$ cat config.mk
export PLATFORM = sky130hd
export DESIGN_NAME = gate_eval_sequencer
export DESIGN_NICKNAME = d
export VERILOG_FILES = /design/src/rtl/gate_eval_sequencer.sv
export SDC_FILE = /design/constraint.sdc
export NUM_CORES = 1
export LEC_CHECK = 0
export ABC_AREA = 1
export CORE_ASPECT_RATIO = 0.9
export CORE_MARGIN = 1.5
export CORE_UTILIZATION = 40
export CTS_BUF_LIST = sky130_fd_sc_hd__clkbuf_16
export CTS_CLUSTER_DIAMETER = 50
export CTS_CLUSTER_SIZE = 30
export DETAILED_ROUTE_END_ITERATION = 10
export DONT_BUFFER_PORTS = 1
export PLACE_DENSITY = 0.51
export SLEW_MARGIN = 10
export SYNTH_ARGS = -nofsm -noshare
export SYNTH_HDL_FRONTEND = slang
export SYNTH_SLANG_ARGS = --single-unit
$ cat constraint.sdc
create_clock -name clk -period 4.3 [get_ports clk]
set_input_delay 0.43 -clock clk [delete_from_list [all_inputs] [get_ports clk]]
set_output_delay 0.43 -clock clk [all_outputs]
set_load 0.01 [all_outputs]
$ cat src/rtl/gate_eval_sequencer.sv
// Shared microfluidic gate sequencer: arbitrates two requesters, drives a/b, samples y.
// Optional flush phase is enabled by defining GATE_SEQ_FLUSH_EN.
module gate_eval_sequencer #(
  parameter int unsigned SETTLE_CYCLES = 200,
  parameter int unsigned FLUSH_CYCLES  = 100,
  parameter int unsigned CNT_W         = 16
) (
  input  logic       clk,
  input  logic       rst_n,
  input  logic       req0_valid,
  input  logic [1:0] req0_ab,
  output logic       req0_ready,
  input  logic       req1_valid,
  input  logic [1:0] req1_ab,
  output logic       req1_ready,
  output logic       rsp_valid,
  input  logic       rsp_ready,
  output logic       rsp_id,
  output logic [1:0] rsp_ab,
  output logic       rsp_y,
  output logic       sol_a,
  output logic       sol_b,
  output logic       sol_flush,
  input  logic       sens_y,
  output logic       busy
);

  typedef enum logic [1:0] {
    IDLE,
    SETTLE,
    FLUSH,
    RESP
  } state_t;

  localparam int unsigned S_EFF =
    (SETTLE_CYCLES == 0) ? 1 : SETTLE_CYCLES;
  localparam logic [CNT_W-1:0] S_LOAD =
    CNT_W'(S_EFF - 1);

`ifdef GATE_SEQ_FLUSH_EN
  localparam int unsigned F_EFF =
    (FLUSH_CYCLES == 0) ? 1 : FLUSH_CYCLES;
  localparam logic [CNT_W-1:0] F_LOAD =
    CNT_W'(F_EFF - 1);
  logic sol_flush_q;
  assign sol_flush = sol_flush_q;
`else
  logic unused_flush;
  assign unused_flush = ^FLUSH_CYCLES;
  assign sol_flush = 1'b0;
`endif

  state_t           state;
  logic             last;
  logic [CNT_W-1:0] cnt;
  logic             y_meta;
  logic             y_sync;
  logic             gnt0;
  logic             gnt1;
  logic             accept;
  logic [1:0]       acc_ab;

  // Round-robin: on contention the requester not granted last time wins.
  always_comb begin
    gnt0 = 1'b0;
    gnt1 = 1'b0;
    unique case (1'b1)
      (req0_valid & req1_valid): begin
        gnt0 = last;
        gnt1 = ~last;
      end
      (req0_valid & ~req1_valid): gnt0 = 1'b1;
      (~req0_valid & req1_valid): gnt1 = 1'b1;
      default: ;
    endcase
  end

  assign req0_ready = (state == IDLE) & gnt0;
  assign req1_ready = (state == IDLE) & gnt1;
  assign accept     = req0_ready | req1_ready;
  assign acc_ab     = req1_ready ? req1_ab : req0_ab;
  assign busy       = (state != IDLE);

  always_ff @(posedge clk or negedge rst_n) begin
    if (!rst_n) begin
      y_meta <= 1'b0;
      y_sync <= 1'b0;
    end else begin
      y_meta <= sens_y;
      y_sync <= y_meta;
    end
  end

  always_ff @(posedge clk or negedge rst_n) begin
    if (!rst_n) begin
      state     <= IDLE;
      last      <= 1'b1;
      cnt       <= '0;
      rsp_valid <= 1'b0;
      rsp_id    <= 1'b0;
      rsp_ab    <= 2'b00;
      rsp_y     <= 1'b0;
      sol_a     <= 1'b0;
      sol_b     <= 1'b0;
`ifdef GATE_SEQ_FLUSH_EN
      sol_flush_q <= 1'b0;
`endif
    end else begin
      unique case (state)
        IDLE: begin
          if (accept) begin
            rsp_id <= req1_ready;
            rsp_ab <= acc_ab;
            last   <= req1_ready;
            cnt    <= S_LOAD;
            sol_a  <= acc_ab[1];
            sol_b  <= acc_ab[0];
            state  <= SETTLE;
          end
        end
        SETTLE: begin
          if (cnt == '0) begin
            rsp_y <= y_sync;
            sol_a <= 1'b0;
            sol_b <= 1'b0;
`ifdef GATE_SEQ_FLUSH_EN
            sol_flush_q <= 1'b1;
            cnt         <= F_LOAD;
            state       <= FLUSH;
`else
            rsp_valid <= 1'b1;
            state     <= RESP;
`endif
          end else begin
            cnt <= cnt - CNT_W'(1);
          end
        end
`ifdef GATE_SEQ_FLUSH_EN
        FLUSH: begin
          if (cnt == '0) begin
            sol_flush_q <= 1'b0;
            rsp_valid   <= 1'b1;
            state       <= RESP;
          end else begin
            cnt <= cnt - CNT_W'(1);
          end
        end
`endif
        RESP: begin
          if (rsp_ready) begin
            rsp_valid <= 1'b0;
            state     <= IDLE;
          end
        end
        default: state <= IDLE;
      endcase
    end
  end

endmodule
# Yosys cells after proc, flatten, opt, wreduce, memory -nomap -nowiden
# Cells that the tools add are included.
# W data, S select, Z words.
[word_totals]
regBits = 28
output_inout_bits = 11
wordCells = 56
[classes]
add_sub_neg = 1
eq_ne = 6
n_mux = 18
bitwise_logic = 9
reduce_logical = 11
[op_table]
columns = ["cell", "n"]
rows = [
  ["$mux W16", 2],
  ["$pmux W16 S2", 1],
  ["$logic_not A16 Y1", 1],
  ["$sub A16 B1 Y16 const B", 1],
  ["$reduce_and A3 Y1", 4],
  ["$pmux W1 S2", 5],
  ["$mux W2", 4],
  ["$ne A2 B2 Y1 const B", 4],
  ["$pmux W2 S3", 1],
  ["$reduce_bool A2 Y1", 3],
  ["$and A1 B1 Y1", 5],
  ["$mux W1", 5],
  ["$reduce_and A2 Y1", 2],
  ["$not A1 Y1", 3],
  ["$eq A2 B1 Y1 const B", 1],
  ["$eq A2 B2 Y1 const B", 1],
  ["$logic_not A2 Y1", 1],
  ["$or A1 B1 Y1", 1],
]

# Longest topological paths before layout
[logic_depth]
word_depth = 7
ltp_mapped = 9

# Least setup slack after synthesis
# No wires, ideal clock.
[synth_path]
kind = "register to register"
start = "register cnt[0]"
end = "register cnt[5]"
setup_ns = 0.126
arrival_ns = 1.375
required_time_ns = 4.174
setup_slack_ns = 2.799
stages_incl_launch_ff = 9
period_less_slack_ns = 1.501
cell_sequence = "dfrtp_1 -> inv_1 -> ha_1 -> nand2_2 -> nor2_2 -> nand2_2 -> a21oi_4 -> buf_6 -> o21ai_0"
[synth_between]
elab_chain_len = 3
elab_cells_between_ends = 6
cone_classes = "add/sub (1); eq/ne (1); mux (2); reduce/logical (2)"
[synth_rtl]
columns = ["item", "line_no", "rtl"]
rows = [
  ["start, declared", "55", "logic [CNT_W-1:0] cnt;"],
  ["start signal, assigned", "135", "cnt <= cnt - CNT_W'(1);"],
  ["$sub A16 B1 Y16 or $logic_not A16 Y1 (tied branches)", "135, 122", ""],
  ["$mux W16 or $ne A2 B2 Y1 (tied branches)", "--", ""],
  ["$pmux W16 S2 or $reduce_and A3 Y1 (tied branches)", "--", ""],
]
# Parallel ways exist; a longest one is shown, timed or not. The select of a mux whose other input is x is not followed.
# A chain may end at the register's enable or synchronous reset.

# Worst setup path in the final report
[layout_path]
start = "register state[0]"
end = "register sol_a"
[layout_between]
elab_chain_len = 5
elab_cells_between_ends = 12
cone_classes = "eq/ne (3); mux (3); bitwise (3); reduce/logical (3)"
[layout_rtl]
columns = ["item", "line_no", "rtl"]
rows = [
  ["start, declared", "53", "state_t state;"],
  ["start signal, assigned", "96", "state <= IDLE;"],
  ["start signal, assigned", "118", "state <= SETTLE;"],
  ["start signal, assigned", "132", "state <= RESP;"],
  ["$logic_not A2 Y1", "78, 79, 109", ""],
  ["$and A1 B1 Y1 (on tied branches)", "79, 78", ""],
  ["$mux W2 or $or A1 B1 Y1 (tied branches)", "81, 80", ""],
  ["$mux W1 or $ne A2 B2 Y1 (tied branches)", "--", ""],
  ["$pmux W1 S2 or $reduce_and A3 Y1 (tied branches)", "--", ""],
  ["end signal, assigned", "116", "sol_a <= acc_ab[1];"],
  ["end, declared", "21", "output logic sol_a,"],
]
# Parallel ways exist; a longest one is shown, timed or not. The select of a mux whose other input is x is not followed.

==> run_results.csv <==
group,metric,value,unit
timing,worst_slew_pin_slew,0.737,ns
placement,placed_cells,253,
critical_path,startpoint,"state[0]$_DFFE_PN0P_",
clock_network,cts_hold_buf,2,
critical_path,worstPathArrival,2.04,ns
cells_and_area,reg_top3,"cnt (16), rsp_ab (2), state (2)",
floorplanning,start_util,0.415,
floorplanning,core_area,3680,um^2
clock_network,cts_tree,"done",
critical_path,crit_slowest_cell,"nor2_2",
cells_and_area,drive_gt1_frac,0.0704,
floorplanning,die_w,68.1,um
floorplanning,dieArea,4190,um^2
clock_network,cts_resized,0,
cells_and_area,fin_nets,225,
clock_network,clk_pin_slew,0.07,ns
cells_and_area,final_core_util,0.461,
placement,gp_congestion,0.860,
clock_network,h-tree-depth,1,
placement,dp_slack,2.39,ns
critical_path,worst_setup_path_start_kind,"register",
cells_and_area,largest_reg_flops,16,
power,design_power_total,1.23,mW
global_route,grt_start_max_net_pins,28,
yosys,synth.avg_cell_area,7.26,um^2
yosys,ys_seq_area_frac,0.460,
job,drv_cap,0,
critical_path,critPathMaxStageDelay,0.57,ns
global_route,antenna_found_initial,0,
floorplanning,die_h,61.6,um
placement,placed_area,1560,um^2
clock_network,clock-sinks,28,
routing,ant_nets,0,
global_route,overflow,0,
cells_and_area,top_register,"cnt",
yosys,yosysWarnings,0,
timing,drv_slew,0,
clock_network,clk_latency,0.26,ns
clock_network,cts_setup_buffers,0,
global_route,grt_first_pass_wirelength,5220,um
routing,drtIter0Drc,42,
routing,drc_errors,0,
power,peakVddDrop,0.000347,V
hold_path,hp-class,"in2reg",
timing,final.setup.worst_slack,2.40,ns
hold_path,worstHoldStart,"sens_y",
placement,place.port_buffers,0,
placement,place_hpwl,2280,um
timing,max_slew_margin,0.508,
status,status,"finished, final reports clean",
power,p_per_area,726,nW/um^2
floorplanning,ioPinCount,21,
routing,drt_pass1_iterations,4,
timing,whs,0.193,ns
clock_network,cts_root_buf,"clkbuf_16",
critical_path,cp_max_fo,16,
timing,period_share,0.442,
clock_network,cts_buffer_depth,2,
critical_path,cp_num_buf_inv,2,
yosys,synth_area,1530,um^2
timing,setup_viol,0,
timing,fin_tns_setup,0,ns
timing,fin_crit,1.90,ns
cells_and_area,instances_no_fill,259,
yosys,synthCells,210,
routing,vias,1264,
routing,viasPerCell,4.88,
floorplanning,std_cell_rows,21,
cells_and_area,diodes,0,
critical_path,cp.required,4.44,ns
timing,clock_skew,0.00245,ns
yosys,synth-seq-cells,28,
routing,drt-total-wl,3230,um
timing,finalHoldViolations,0,
global_route,grt_pass1_vias,1158,
critical_path,cp-end-kind,"register",
critical_path,crit_chain,"inv_1, nor2_2, inv_1, nor2_1, nor2_1, nand2_1, nand2_1",
cells_and_area,final_cell_area,1690,um^2
power,p_leak,0.881,nW
timing,fmax,0.526,GHz
global_route,track_usage,0.170,
yosys,synth_nets,221,
yosys,synth_cell_types,23,
clock_network,cts_made_buffers,3,
critical_path,cp_top_family,"simple AND/OR/NAND/NOR gates",
timing,rsz0062_at_grt,"no",
critical_path,reg2reg_from,"state[0]$_DFFE_PN0P_",
critical_path,critPathKind,"reg2reg",
cells_and_area,synthToLayoutAreaGrowth,11.1,%
routing,wl_per_cell,12.5,um
==> power by group <==
group	switching [mW]	internal [mW]	total, mW
clock	0.0903	0.185	0.276
combinational	0.290	0.165	0.455
sequential	0.124	0.375	0.499
==> cells in the final DEF, fill, tap and decap left out <==
cell and n:
a21boi_0 1, dlygate4sd3_1 1, ha_1 1, a21oi_4 1, buf_12 1, nor2_1 31, xor2_1 4, nor2_2 5
nand2_2 3, nand3_1 19, o21ai_0 12, conb_1 1, o21bai_1 1, inv_1 22, dfrtp_1 27, clkbuf_16 3
nand2_1 69, or2_0 1, dfstp_2 1, a21oi_1 1, o21ai_1 3, bufinv_16 1, nand4_1 2, nand3b_1 2
==> layer usage <==
layer | share of wire | routed length [um] | vias to the layer above | GRT usage
li1 | - | - | 660 | -
met1 | 0.48 | 1550 | 569 | 0.247
met2 | 0.46 | 1480 | 31 | 0.255
met3 | 0.055 | 179 | 4 | 0.0439
met4 | 0.0065 | 21 | 0 | 0.0343
met5 | 0 | 0 | - | 0
==> cells by family (layout without fill, tap and decap cells) <==
kind of cell / count (synthesis) / count (layout) / share of synthesized area
and+or+nand+nor: 132 / 132 / 0.363
buffers and inverters: 25 / 28 / 0.0697
xor gates and xnor gates: 4 / 4 / 0.0230
other: 1 / 1 / 0.00246
AOI/OAI and AO/OA: 19 / 19 / 0.0730
DFF: 28 / 28 / 0.460
adders and majority gates: 1 / 1 / 0.00820
==> area by class of cell <==
type	instances	area, um^2
Multi-Input combinational cell	157	717
Fill cell	372	1980
Timing Repair Buffer	2	30.0
Clock inverter	1	30.0
Inverter	22	82.6
Tap cell	46	57.6
Sequential cell	28	702
Clock buffer	3	75.1
==> worst register-to-register path, stage by stage (launching register included) <==
cell     delay [ns]
dfrtp_1        0.40
inv_1          0.08
nor2_2         0.57
inv_1          0.23
nor2_1         0.29
nor2_1         0.10
nand2_1        0.07
nand2_1        0.05
==> cells in the mapped netlist <==
| library cell | n | area (um^2) |
|---|---|---|
| nand2_1 | 69 | 259 |
| nor2_1 | 31 | 116 |
| nand3b_1 | 2 | 15.0 |
| a21oi_4 | 1 | 16.3 |
| inv_1 | 22 | 82.6 |
| nand2_2 | 3 | 18.8 |
| nor2_2 | 5 | 31.3 |
| buf_6 | 1 | 11.3 |
| o21ai_1 | 3 | 15.0 |
| dfstp_2 | 1 | 26.3 |
| buf_4 | 1 | 7.51 |
| or2_0 | 1 | 6.26 |
| nand3_1 | 19 | 95.1 |
| buf_2 | 1 | 5.00 |
| conb_1 | 1 | 3.75 |
| nand4_1 | 2 | 12.5 |
| o21ai_0 | 12 | 60.1 |
| o21bai_1 | 1 | 7.51 |
| dfrtp_1 | 27 | 676 |
| xor2_1 | 4 | 35.0 |
| a21boi_0 | 1 | 7.51 |
| a21oi_1 | 1 | 5.00 |
| ha_1 | 1 | 12.5 |
==> path summary, 6_finish.rpt <==
| path | endpoint | slack, ns | cells past startpoint |
|---|---|---|---|
| max | sol_a$_DFFE_PN0P_ | 2.40 | 7 |
| min | y_meta$_DFF_PN0_ | 0.19 | 0 |
| max reg2reg | sol_a$_DFFE_PN0P_ | 2.40 | 7 |
| min reg2reg | y_sync$_DFF_PN0_ | 0.36 | 0 |
| max in group asynchronous | cnt[6]$_DFFE_PN0P_ | 3.39 | 2 |
| min in group asynchronous | last$_DFFE_PN1P_ | 0.73 | 1 |
Power figures use the tool's default switching activity.
